--- config.mk ---
export PLATFORM = sky130hd
export DESIGN_NAME = wb_mult_initiator
export DESIGN_NICKNAME = d
export VERILOG_FILES = /design/src/rtl/wb_mult_initiator.sv
export SDC_FILE = /design/constraint.sdc
export NUM_CORES = 1
export LEC_CHECK = 0
export ABC_CLOCK_PERIOD_IN_PS = 3900
export CORE_MARGIN = 2
export CORE_UTILIZATION = 40
export CTS_CLUSTER_DIAMETER = 100
export DETAILED_ROUTE_END_ITERATION = 10
export PLACE_DENSITY_LB_ADDON = 0.08
export SETUP_SLACK_MARGIN = 0.3
export SYNTH_ARGS = -nofsm -noshare
export SYNTH_HDL_FRONTEND = slang
export SYNTH_SLANG_ARGS = --single-unit
export TNS_END_PERCENT = 50
--- constraint.sdc ---
create_clock -name WB_CLK -period 3.9 [get_ports WB_CLK]
set_input_delay 0.39 -clock WB_CLK [delete_from_list [all_inputs] [get_ports WB_CLK]]
set_output_delay 0.39 -clock WB_CLK [all_outputs]
set_load 0.005 [all_outputs]
--- src/rtl/wb_mult_initiator.sv ---
// Wishbone initiator driving a memory-mapped multiplier: write A, write B, read C low, read C high.
// Optional feature macro WB_MULT_TIMEOUT_EN: abort a stalled access after TIMEOUT_CYCLES and flag rsp_err.
module wb_mult_initiator #(
  parameter logic [16:0] MULT_BASE_ADR  = 17'h00010,
  parameter int unsigned TIMEOUT_CYCLES = 7,
  parameter logic [31:0] ERR_READ_VALUE = 32'hBADFABAC
) (
  input  logic        WB_CLK,
  input  logic        WB_RST_N,
  input  logic        req_valid,
  output logic        req_ready,
  input  logic [31:0] req_a,
  input  logic [31:0] req_b,
  output logic        rsp_valid,
  input  logic        rsp_ready,
  output logic [63:0] rsp_c,
  output logic        rsp_err,
  output logic [16:0] WBs_ADR,
  output logic        WBs_CYC,
  output logic        WBs_STB,
  output logic        WBs_WE,
  output logic        WBs_RD,
  output logic [3:0]  WBs_BYTE_STB,
  output logic [31:0] WBs_WR_DAT,
  input  logic [31:0] WBs_RD_DAT,
  input  logic        WBs_ACK
);

  typedef enum logic [2:0] {IDLE, WR_A, WR_B, RD_L, RD_H, GAP, RESP} state_t;

  typedef struct packed {
    logic [16:0] adr;
    logic        we;
    logic [31:0] dat;
  } bus_t;

  state_t      state;
  state_t      after_gap;
  state_t      target;
  logic [31:0] op_a;
  logic [31:0] op_b;
  logic [31:0] c_lo;
  logic [31:0] c_hi;
  bus_t        bus_nxt;
  logic        in_bus;
  logic        done;
  logic        launch;
  logic        finish;

  function automatic bus_t bus_for(input state_t s, input logic [31:0] a, input logic [31:0] b);
    bus_t r;
    r.adr = MULT_BASE_ADR;
    r.we  = 1'b0;
    r.dat = 32'h0;
    case (s)
      WR_A: begin r.adr = MULT_BASE_ADR;          r.we = 1'b1; r.dat = a; end
      WR_B: begin r.adr = MULT_BASE_ADR + 17'd4;  r.we = 1'b1; r.dat = b; end
      RD_L: r.adr = MULT_BASE_ADR + 17'd8;
      RD_H: r.adr = MULT_BASE_ADR + 17'd12;
      default: ;
    endcase
    return r;
  endfunction

  function automatic state_t succ(input state_t s);
    state_t r;
    case (s)
      WR_A:    r = WR_B;
      WR_B:    r = RD_L;
      default: r = RD_H;
    endcase
    return r;
  endfunction

  // The bus phase about to start: WR_A straight from IDLE, otherwise whatever GAP was parked on.
  always_comb begin
    target  = (state == IDLE) ? WR_A : after_gap;
    bus_nxt = bus_for(target, (state == IDLE) ? req_a : op_a, op_b);
  end

  assign in_bus = (state == WR_A) || (state == WR_B) || (state == RD_L) || (state == RD_H);
  assign done   = in_bus && WBs_STB && WBs_ACK;
  assign launch = ((state == IDLE) && req_valid && req_ready) || (state == GAP);
  assign rsp_c  = {c_hi, c_lo};

`ifdef WB_MULT_TIMEOUT_EN
  localparam logic [2:0] TIMEOUT_LIM = 3'(TIMEOUT_CYCLES);

  logic [2:0] cnt;
  logic       err_q;
  logic       expired;

  // An ACK arriving on the cycle the limit is hit still completes the access.
  assign expired = in_bus && WBs_STB && !WBs_ACK && ((cnt + 3'd1) == TIMEOUT_LIM);
  assign finish  = done || expired;
  assign rsp_err = err_q;
`else
  logic [34:0] unused_cfg;

  // Timeout parameters only take effect when the timeout feature is compiled in.
  assign unused_cfg = {ERR_READ_VALUE, 3'(TIMEOUT_CYCLES)};
  assign finish     = done;
  assign rsp_err    = 1'b0;
`endif

  always_ff @(posedge WB_CLK or negedge WB_RST_N) begin
    if (!WB_RST_N) begin
      state        <= IDLE;
      after_gap    <= WR_A;
      req_ready    <= 1'b0;
      rsp_valid    <= 1'b0;
      op_a         <= 32'h0;
      op_b         <= 32'h0;
      c_lo         <= 32'h0;
      c_hi         <= 32'h0;
      WBs_ADR      <= 17'h0;
      WBs_CYC      <= 1'b0;
      WBs_STB      <= 1'b0;
      WBs_WE       <= 1'b0;
      WBs_RD       <= 1'b0;
      WBs_BYTE_STB <= 4'h0;
      WBs_WR_DAT   <= 32'h0;
`ifdef WB_MULT_TIMEOUT_EN
      cnt          <= 3'd0;
      err_q        <= 1'b0;
`endif
    end else begin
      case (state)
        IDLE: begin
          req_ready <= 1'b1;
          if (req_valid && req_ready) begin
            req_ready <= 1'b0;
            op_a      <= req_a;
            op_b      <= req_b;
            state     <= WR_A;
          end
        end
        WR_A, WR_B, RD_L, RD_H: begin
          if (done) begin
            if (state == RD_L) c_lo <= WBs_RD_DAT;
            if (state == RD_H) begin
              c_hi      <= WBs_RD_DAT;
              rsp_valid <= 1'b1;
              state     <= RESP;
            end else begin
              after_gap <= succ(state);
              state     <= GAP;
            end
          end
`ifdef WB_MULT_TIMEOUT_EN
          else if (expired) begin
            c_lo      <= ERR_READ_VALUE;
            c_hi      <= ERR_READ_VALUE;
            err_q     <= 1'b1;
            rsp_valid <= 1'b1;
            state     <= RESP;
          end else begin
            cnt <= cnt + 3'd1;
          end
`endif
        end
        GAP: state <= after_gap;
        RESP: begin
          if (rsp_ready) begin
            rsp_valid <= 1'b0;
            req_ready <= 1'b1;
            state     <= IDLE;
`ifdef WB_MULT_TIMEOUT_EN
            err_q     <= 1'b0;
`endif
          end
        end
        default: state <= IDLE;
      endcase

      // Bus outputs are registered so they line up exactly with the state they belong to.
      if (launch) begin
        WBs_ADR      <= bus_nxt.adr;
        WBs_CYC      <= 1'b1;
        WBs_STB      <= 1'b1;
        WBs_WE       <= bus_nxt.we;
        WBs_RD       <= !bus_nxt.we;
        WBs_BYTE_STB <= 4'hF;
        WBs_WR_DAT   <= bus_nxt.dat;
`ifdef WB_MULT_TIMEOUT_EN
        cnt          <= 3'd0;
`endif
      end else if (finish) begin
        WBs_CYC      <= 1'b0;
        WBs_STB      <= 1'b0;
        WBs_WE       <= 1'b0;
        WBs_RD       <= 1'b0;
        WBs_BYTE_STB <= 4'h0;
        WBs_WR_DAT   <= 32'h0;
      end
    end
  end

endmodule

# Word-level counts from Yosys, hierarchy flattened
# Cells that the tools add are included.
[classes] reduce_logical=22 n_eq_ne=14 bitwise_logic=1 mux=25
[ops] op="$mux W32" n=3
[ops] op="$pmux W33 S2" n=1
[ops] op="$eq A3 B2 Y1 const B" n=4
[ops] op="$eq A3 B3 Y1 const B" n=4
[ops] op="$mux W3" n=4
[ops] op="$pmux W3 S4" n=1
[ops] op="$pmux W4 S3" n=1
[ops] op="$reduce_and A3 Y1" n=4
[ops] op="$mux W1" n=9
[ops] op="$mux W4" n=2
[ops] op="$eq A3 B1 Y1 const B" n=2
[ops] op="$ne A2 B2 Y1 const B" n=3
[ops] op="$pmux W3 S2" n=1
[ops] op="$reduce_bool A2 Y1" n=3
[ops] op="$logic_and A1 B1 Y1" n=5
[ops] op="$logic_or A1 B1 Y1" n=4
[ops] op="$pmux W1 S2" n=2
[ops] op="$reduce_and A2 Y1" n=2
[ops] op="$reduce_and A4 Y1" n=1
[ops] op="$reduce_or A4 Y1" n=1
[ops] op="$logic_not A3 Y1" n=1
[ops] op="$mux W2" n=1
[ops] op="$ne A2 B1 Y1 const B" n=1
[ops] op="$logic_not A1 Y1" n=1
[ops] op="$not A1 Y1" n=1
[totals] input_bits=101 word_cells=76 reg_bits=192 output_inout_bits=124

# Longest topological paths before layout
# Gate-level depths: netlist (run 1).
[logic_depth] ltp_word=8 mapped_depth=7 mapped_depth_nobuf=4

# Worst setup path after synthesis (run 1)
# OpenSTA, ideal clock, no wires.
[synth_timing] path_kind="register to register" start="register state[1]" end="register op_a[0]" arrival_ps=1666 path_buffers=4 stages_incl_launch_ff=8 synth_period_minus_slack_ps=1792 setup_time_ps=125 slack_ps=2108 t_required_ps=3775 cell_sequence="dfrtp_1 -> buf_6 -> or3_4 -> buf_6 -> nor2_8 -> buf_12 -> buf_12 -> mux2_4"
[synth_via] elab_chain_len=2
[synth_rtl] item="start: declaration" line_no="37" rtl="state_t state;"
[synth_rtl] item="start signal: assignment" line_no="162" rtl="GAP: state <= after_gap;"
[synth_rtl] item="$logic_not A3 Y1" line_no="128" rtl="case (state)"
[synth_rtl] item="$reduce_and A2 Y1 (no source line)"
[synth_rtl] item="end signal: assignment" line_no="133" rtl="op_a <= req_a;"
[synth_rtl] item="end: declaration" line_no="40" rtl="logic [31:0] op_a;"
# No other way between the ends.
# A chain may end at the register's enable or synchronous reset.

# Final worst setup path (run 1)
[layout_timing] start="register state[0]" end="register op_b[30]"
[layout_via] elab_chain_len=2
[layout_rtl] item="$logic_not A3 Y1" line_no="128"
[layout_rtl] item="$reduce_and A2 Y1 (no source line)"
[layout_rtl] item="end signal: assignment" line_no="134" rtl="op_b <= req_b;"
[layout_rtl] item="end: declaration" line_no="41" rtl="logic [31:0] op_b;"
# No other way between the ends.

==> flow_metrics.py, run 1 <==
metrics = {
    "floorplanning": {
        "die_w_um": 143,
        "start_util": 0.409,
        "io_pins": 225,
        "rows": 50,
        "core_area_mm2": 0.0188,
        "dieArea_mm2": 0.0203,
        "dieHeight_um": 143,
    },
    "sta": {
        "slew_viol_final": 0,
        "hold_slack_ns": -0.0249,
        "finalSetupViolCount": 0,
        "tightestPinTransition_ns": 1.17,
        "max_freq_mhz": 369,
        "grt_setup_unrepaired": "no",
        "fin_skew_ns": 0.00830,
        "fin_crit_ns": 2.71,
        "tns_ns": 0,
        "finalHoldViolations": 12,
        "max_slew_margin": 0.219,
        "period_share": 0.695,
    },
    "drt": {
        "drt_wl_total_mm": 19.4,
        "ant_nets": 0,
        "wl_per_cell_um": 20.0,
        "vias": 5114,
        "drcViolationCount": 0,
        "viasPerCell": 5.27,
        "first_iter_violations": 205,
        "firstDrtPassIters": 5,
    },
    "yosys": {
        "synth-edff-count": 0,
        "synth_flop_cell": "dfrtp_1",
        "syn_area_per_cell_um2": 14.4,
        "ys_types": 41,
        "ys_async_sr_fraction": 1.00,
        "ys_warn_count": 0,
        "yosysMostFrequentCell": "dfrtp_1",
        "yosysSeqAreaShare": 0.567,
        "synth_cells": 535,
        "yosys.area.top_type": "dfrtp_1",
        "synth_area_leaders": "dfrtp_1 (56%), mux2_2 (12%), mux2_4 (9.6%)",
        "syn_area_mm2": 0.00768,
        "synth_top_area_frac": 0.564,
        "ys_ff_latch": 174,
        "synth_commonest_cells": "dfrtp_1 (173), mux2_2 (79), mux2_4 (49)",
    },
    "global_route": {
        "antenna_found_initial": 0,
        "grt_pass1_wl_mm": 30.4,
        "grt_usage": 0.194,
        "first_global_vias": 5508,
        "grt-ovfl-total": 0,
        "grt_max_degree": 98,
    },
    "critical_path": {
        "endpoint_kind": "flip-flop",
        "startpoint_type": "flip-flop",
        "crit_cells": 4,
        "critical_path_class": "flip-flop to flip-flop",
        "path_buf_inv": 1,
        "worstPathMaxFanout": 36,
        "cp-startpoint": "state[0]",
        "crit_chain": "or3_4, nor2_8, buf_12, mux2_4",
        "timing.rr.start": "state[0]",
        "r2r_end": "op_b[30]",
        "cp.arrival_ns": 3.02,
        "required_ns": 4.21,
        "r2r_cells": 4,
        "slowest_delay_ns": 0.69,
        "cp_top_family": "simple AND/OR/NAND/NOR gates",
        "crit_end": "op_b[30]",
        "rrSetupSlack_ns": 1.19,
        "critPathSlowestCell": "or3_4",
    },
    "clock_tree": {
        "cts_tree": "done",
        "root_buffer": "clkbuf_16",
        "cts_resized": 0,
        "clock_latency_ns": 0.43,
        "clk_pin_slew_ns": 0.07,
        "cts.sinks": 174,
        "postCtsHoldBufs": 0,
        "clockBufferDepth": 2,
        "h-tree-depth": 4,
        "cts_buffers": 17,
        "post-cts-setup-buffer-count": 0,
    },
    "placed_design": {
        "hpwl_mm": 12.4,
        "gp_congestion": 0.774,
        "port_buffers": 209,
    },
    "layout": {
        "layout.nets": 824,
        "nFillCells": 1535,
        "utilization": 0.556,
        "syn_to_final_growth_pct": 35.9,
        "n_antenna_cell": 0,
        "drive_gt1_frac": 0.251,
    },
    "worst_hold_path": {
        "hold_path_class": "input pin to asynchronous set/reset pin",
    },
    "run_status": {
        "status": "complete, but fails checks",
        "violations": "negative hold slack",
    },
    "pwr": {
        "power_per_cell_area_mw_per_mm2": 772,
        "vdd_drop_max_mv": 0.398,
        "p_leak_nw": 4.61,
    },
    "run": {
        "maxCapViolations": 0,
    },
}
-- stage by stage --
stage	setup slack, ns	power, mW	instance area, um^2	instances
floorplan	2.11	4.82	7730	549
global placement	1.11	6.09	9780	938
detailed placement	0.974	6.18	9780	938
CTS	1.16	8.14	10400	970
global route	1.04	8.53	10400	970
finish	1.19	8.06	10400	970
-- area by class of cell --
| type | count | area [um^2] | share of cell area |
|---|---|---|---|
| Sequential cell | 174 | 4360 | 0.417 |
| Clock buffer | 17 | 425 | 0.0408 |
| Timing Repair Buffer | 218 | 2190 | 0.209 |
| Clock inverter | 15 | 233 | 0.0223 |
| Inverter | 3 | 11.3 | 0.00108 |
| Multi-Input combinational cell | 309 | 2930 | 0.281 |
| Tap cell | 234 | 293 | 0.0281 |
-- sequential cells by signal, indices dropped and copies added, names as in the netlist --
signal        count
WBs_WR_DAT       32
rsp_valid         1
op_a             32
state             3
req_ready         1
WBs_RD            1
WBs_ADR           3
c_lo             32
c_hi             32
WBs_WE            1
WBs_BYTE_STB      1
op_b             32
after_gap         3
-- report_power, final --
group	switching [mW]	internal [mW]	total [mW]
Sequential	0.506	2.55	3.06
Combinational	1.24	1.84	3.08
Clock	0.766	1.15	1.92
Total	2.51	5.54	8.06
-- worst min path at each step --
stage / start / endpoint / slack [ns]
5_1_grt: WB_RST_N / WBs_WR_DAT[17] / 0.03
3_3_place_gp: WBs_ADR[4] / WBs_ADR[4] / 0.46
6_report: WB_RST_N / op_b[17] / -0.02
4_1_cts: WB_RST_N / WBs_WR_DAT[15] / 0.02
3_5_place_dp: WBs_ADR[4] / WBs_ADR[4] / 0.46
2_1_floorplan: WB_RST_N / WBs_ADR[2] / 0.09
-- cells in the final DEF (no fill, tap or decap), drive strengths merged, types with 2 or more instances in the layout --
cell type and n:
a21oi 7, a221oi 32, a22oi 2, a31oi 2, and3 33, buf 10, bufinv 5, clkbuf 17
clkdlybuf4s50 208, clkinv 5, conb 15, dfrtp 173, inv 8, mux2 128, nand2 13, nand3 3
nand4 2, nor2 7, nor2b 2, nor3 3, o21ai 14, o2bb2ai 33, xnor2 2
-- logic make-up (layout without fill, tap and decap cells) --
| logic type | count (synthesis) | after routing | share of synthesized area |
|---|---|---|---|
| other cells | 1 | 15 | 0.000488 |
| xor+xnor | 2 | 2 | 0.00228 |
| buf+inv | 66 | 253 | 0.0626 |
| mux | 128 | 128 | 0.212 |
| simple gates | 69 | 69 | 0.0543 |
| flops | 174 | 174 | 0.567 |
| compound gates | 95 | 95 | 0.101 |
-- metal layers --
layer,vias to the layer above,part of all wire,GRT usage
met5,-,0,0
met4,0,0.011,0.0563
met1,2619,0.44,0.253
met2,162,0.49,0.314
li1,2316,-,-
met3,17,0.064,0.0582
No activity file was read; power rests on OpenSTA's default activity.
==> inputs of run 2 (changes only) <==
--- a/config.mk
+++ b/config.mk
@@ -5,7 +5,7 @@
 export SDC_FILE = /design/constraint.sdc
 export NUM_CORES = 1
 export LEC_CHECK = 0
-export ABC_CLOCK_PERIOD_IN_PS = 3900
+export ABC_CLOCK_PERIOD_IN_PS = 2500
 export CORE_MARGIN = 2
 export CORE_UTILIZATION = 40
 export CTS_CLUSTER_DIAMETER = 100
==> constraint.sdc (replaced) <==
create_clock -name WB_CLK -period 2.5 [get_ports WB_CLK]
set_input_delay 0.25 -clock WB_CLK [delete_from_list [all_inputs] [get_ports WB_CLK]]
set_output_delay 0.25 -clock WB_CLK [all_outputs]
set_load 0.005 [all_outputs]
==> flow_metrics.py, run 2 (synthesis results as in run 1) <==
metrics = {
    "drt": {
        "drt_wl_total_mm": 19.2,
        "ant_nets": 0,
        "firstDrtPassIters": 4,
        "viasPerCell": 5.24,
        "vias": 5149,
        "drcViolationCount": 0,
        "wl_per_cell_um": 19.5,
        "first_iter_violations": 284,
    },
    "layout": {
        "layout.nets": 838,
        "drive_gt1_frac": 0.263,
        "final_cell_mix": "clkdlybuf4s50_1 (208), dfrtp_1 (173), mux2_2 (79), mux2_4 (49)",
        "syn_to_final_growth_pct": 37.6,
        "n_antenna_cell": 0,
        "final_common_cell": "clkdlybuf4s50_1",
    },
    "sta": {
        "slew_viol_final": 0,
        "max_slew_margin": 0.593,
        "fin_skew_ns": 0.0140,
        "finalSetupViolCount": 0,
        "tns_ns": 0,
        "tightestPinTransition_ns": 0.611,
        "hold_slack_ns": 0.393,
        "fin_crit_ns": 2.04,
        "grt_setup_unrepaired": "no",
        "finalHoldViolations": 0,
        "max_freq_mhz": 491,
        "period_share": 0.814,
    },
    "critical_path": {
        "r2r_cells": 4,
        "slowest_delay_ns": 0.54,
        "r2r_end": "op_b[6]",
        "required_ns": 2.80,
        "rrSetupSlack_ns": 0.46,
        "critPathSlowestCell": "dfrtp_1",
        "cp.arrival_ns": 2.34,
        "crit_chain": "or3_4, nor2_8, buf_4, mux2_4",
        "endpoint_kind": "flip-flop",
        "critical_path_class": "flip-flop to flip-flop",
        "worstPathMaxFanout": 14,
        "startpoint_type": "flip-flop",
        "timing.rr.start": "state[2]",
    },
    "clock_tree": {
        "clockBufferDepth": 2,
        "clock_latency_ns": 0.43,
        "root_buffer": "clkbuf_16",
        "cts.sinks": 174,
        "cts_tree": "done",
        "cts_resized": 0,
        "h-tree-depth": 4,
        "cts_buffers": 17,
        "clk_pin_slew_ns": 0.07,
    },
    "worst_hold_path": {
        "hold_path_class": "input pin to asynchronous set/reset pin",
    },
    "pwr": {
        "p_leak_nw": 4.67,
        "power_per_cell_area_mw_per_mm2": 1190,
        "vdd_drop_max_mv": 0.591,
    },
    "placed_design": {
        "gp_congestion": 0.743,
        "port_buffers": 209,
        "hpwl_mm": 12.6,
    },
    "global_route": {
        "grt_pass1_wl_mm": 30.3,
        "grt_usage": 0.192,
        "grt_max_degree": 62,
        "antenna_found_initial": 0,
        "grt-ovfl-total": 0,
        "first_global_vias": 5389,
    },
    "floorplanning": {
        "io_pins": 225,
        "start_util": 0.409,
        "core_area_mm2": 0.0188,
        "die_w_um": 143,
        "dieHeight_um": 143,
        "dieArea_mm2": 0.0203,
        "rows": 50,
    },
    "run": {
        "maxCapViolations": 0,
    },
    "run_status": {
        "status": "finished clean",
    },
}
-- run 2: what timing repair did --
| action | CTS | global route |
|---|---|---|
| setup buffers | 0 | 0 |
| hold endpoints to repair | 58 | 0 |
| hold buffers | 1 | 0 |
-- run 2: through the flow --
stage	std cells	power, mW	utilization	worst slack, ns	area, um^2
after CTS	983	12.7	0.563	0.461	10600
after detailed placement	951	9.76	0.529	0.422	9920
after global placement	951	9.66	0.529	0.455	9920
final	983	12.6	0.563	0.465	10600
after floorplan	549	7.52	-	0.708	7730
after global routing	983	13.3	0.563	0.360	10600
-- run 2: worst max-delay path: cells and delay by family, from the launching register on --
kind / cells / cell delay, ns
simple gates: 2 / 0.73
mux: 1 / 0.32
buf+inv: 1 / 0.30
flops: 1 / 0.54
-- run 2: layout make-up --
type / instances / area [um^2]
clock inverters: 14 / 208
repair buffers: 232 / 2340
multi-input cells: 309 / 2930
fillers: 1551 / 8200
well taps: 234 / 293
inverters: 3 / 11.3
flip-flops and latches: 174 / 4360
clock buffers: 17 / 425
-- run 2: routing by layer --
layer  up-vias  track usage  part of all wire
met4         0       0.0511             0.011
met2       154        0.310              0.48
met1      2639        0.257              0.45
li1       2343            -                 -
met3        13       0.0522             0.062
met5         -            0                 0
-- run 2: power by group --
| part | switching (mW) | internal, mW | leakage [nW] | total, mW |
|---|---|---|---|---|
| clock | 1.15 | 1.69 | 0.303 | 2.84 |
| combinational | 2.02 | 2.99 | 2.18 | 5.01 |
| sequential | 0.733 | 3.99 | 2.19 | 4.72 |
| total | 3.90 | 8.67 | 4.67 | 12.6 |
-- run 2: how the worst max path moves through the flow --
stage	from	endpoint	cells after the start
floorplan	state[1]	op_a[0]	7
global placement	WBs_ACK	c_lo[16]	6
detailed placement	WBs_ACK	c_lo[27]	6
CTS	state[2]	op_b[6]	4
global route	state[2]	WBs_WR_DAT[5]	4
finish	state[2]	op_b[6]	4
==> inputs of run 3 (changes only) <==
--- a/config.mk
+++ b/config.mk
@@ -5,7 +5,7 @@
 export SDC_FILE = /design/constraint.sdc
 export NUM_CORES = 1
 export LEC_CHECK = 0
-export ABC_CLOCK_PERIOD_IN_PS = 2500
+export ABC_CLOCK_PERIOD_IN_PS = 2100
 export CORE_MARGIN = 2
 export CORE_UTILIZATION = 40
 export CTS_CLUSTER_DIAMETER = 100
==> constraint.sdc (replaced) <==
create_clock -name WB_CLK -period 2.1 [get_ports WB_CLK]
set_input_delay 0.21 -clock WB_CLK [delete_from_list [all_inputs] [get_ports WB_CLK]]
set_output_delay 0.21 -clock WB_CLK [all_outputs]
set_load 0.005 [all_outputs]
==> flow_metrics.py, run 3 (synthesis results as in run 1) <==
metrics = {
    "run_status": {
        "status": "finished clean",
    },
    "sta": {
        "grt_setup_unrepaired": "yes",
        "fin_skew_ns": 0.0109,
        "slew_viol_final": 0,
        "finalHoldViolations": 0,
        "tightestPinTransition_ns": 0.584,
        "finalSetupViolCount": 0,
        "max_slew_margin": 0.611,
        "period_share": 0.870,
        "tns_ns": 0,
        "fin_crit_ns": 1.83,
        "max_freq_mhz": 547,
    },
    "floorplanning": {
        "start_util": 0.409,
        "core_area_mm2": 0.0188,
        "dieArea_mm2": 0.0203,
        "dieHeight_um": 143,
        "rows": 50,
        "io_pins": 225,
        "die_w_um": 143,
    },
    "placed_design": {
        "gp_congestion": 0.793,
        "port_buffers": 209,
        "hpwl_mm": 12.8,
    },
    "global_route": {
        "grt-ovfl-total": 0,
        "grt_usage": 0.204,
        "grt_max_degree": 59,
        "antenna_found_initial": 0,
        "first_global_vias": 5726,
        "grt_pass1_wl_mm": 31.8,
    },
    "layout": {
        "nFillCells": 1454,
        "regArea_mm2": 0.00436,
        "layout.nets": 875,
        "n_antenna_cell": 0,
        "utilization": 0.599,
        "final_cell_mix": "clkdlybuf4s50_1 (208), dfrtp_1 (173), mux2_2 (67), mux2_4 (61), o2bb2ai_1 (33)",
        "multi_input_area_mm2": 0.00313,
        "drive_gt1_frac": 0.328,
        "syn_to_final_growth_pct": 46.3,
        "final_common_cell": "clkdlybuf4s50_1",
    },
    "critical_path": {
        "r2r_cells": 6,
        "r2r_end": "op_a[16]",
        "required_ns": 2.42,
        "cpMostUsedCell": "buf_6",
        "timing.rr.start": "state[2]",
        "cp.arrival_ns": 2.14,
        "worstPathMaxFanout": 8,
        "slowest_delay_ns": 0.42,
        "endpoint_kind": "flip-flop",
        "startpoint_type": "flip-flop",
        "rrSetupSlack_ns": 0.27,
        "crit_chain": "buf_6, or3_4, nor2_8, buf_6, clkbuf_16, mux2_2",
        "critical_path_class": "flip-flop to flip-flop",
        "critPathSlowestCell": "or3_4",
    },
    "clock_tree": {
        "cts_tree": "done",
        "clockBufferDepth": 2,
        "clk_pin_slew_ns": 0.07,
        "h-tree-depth": 4,
        "clock_latency_ns": 0.43,
        "root_buffer": "clkbuf_16",
        "cts_buffers": 17,
        "cts.sinks": 174,
    },
    "pwr": {
        "total_power_mw": 16.1,
        "vdd_drop_max_mv": 0.747,
        "power_per_cell_area_mw_per_mm2": 1440,
        "p_leak_nw": 4.97,
    },
    "drt": {
        "ant_nets": 0,
        "viasPerCell": 5.23,
        "drcViolationCount": 0,
        "firstDrtPassIters": 4,
        "vias": 5335,
        "first_iter_violations": 278,
        "drt_wl_total_mm": 20.7,
        "wl_per_cell_um": 20.2,
    },
    "run": {
        "maxCapViolations": 0,
    },
    "worst_hold_path": {
        "hold_path_class": "input pin to asynchronous set/reset pin",
    },
}
==> run 3: layer usage <==
layer | track usage | share of wire | up-vias
li1 | - | - | 2424
met5 | 0 | 0 | -
met1 | 0.270 | 0.45 | 2716
met3 | 0.0626 | 0.066 | 17
met4 | 0.0636 | 0.013 | 0
met2 | 0.324 | 0.47 | 178
==> run 3: metrics by stage <==
stage          worst slack, ns  cell area [um^2]  cells  hold WS [ns]
3_3_place_gp             0.112              9990    955         0.241
5_1_grt                  0.224             11200   1021         0.367
6_report                 0.273             11200   1021         0.339
4_1_cts                  0.225             11000   1012         0.348
3_5_place_dp            0.0426              9990    955         0.229
2_1_floorplan            0.308              7730    549       -0.0856
==> run 3: power by group <==
| group | switching, mW | internal (mW) | total, mW |
|---|---|---|---|
| clock | 1.41 | 2.02 | 3.42 |
| combinational | 2.85 | 4.31 | 7.16 |
| sequential | 0.816 | 4.75 | 5.56 |
==> run 3: final cells by class <==
cell class                 instances  area share
clock buffer                      18      0.0382
sequential                       174       0.388
timing repair buffer             268       0.250
tap                              234      0.0261
multi-input combinational        310       0.279
inverter                           3     0.00100
clock inverter                    14      0.0180
==> run 3: worst max path at each step <==
stage                       from              to  slack, ns  cells past startpoint
floorplan               state[1]         op_a[0]       0.31                      7
global placement        state[1]        op_a[23]       0.11                      5
detailed placement  after_gap[2]  WBs_WR_DAT[13]       0.04                      4
CTS                     state[2]        op_a[17]       0.22                      6
global route            state[2]        op_a[24]       0.22                      6
finish                  state[2]        op_a[16]       0.27                      6
==> run 3: timing repair <==
action | in CTS | in global routing
endpoints found under the hold margin | 54 | 0
hold buffers | 1 | 0
gates resized for setup | 29 | 26
cloned | 5 | 3
pin swaps | 6 | 7
setup endpoints to repair | 97 | 116
buffers inserted | 19 | 6
==> run 3: critical path, delay by kind of cell (launching register included) <==
family,cells,cell delay [ns]
buffers and inverters,3,0.43
DFF,1,0.39
muxes,1,0.33
and+or+nand+nor,2,0.56
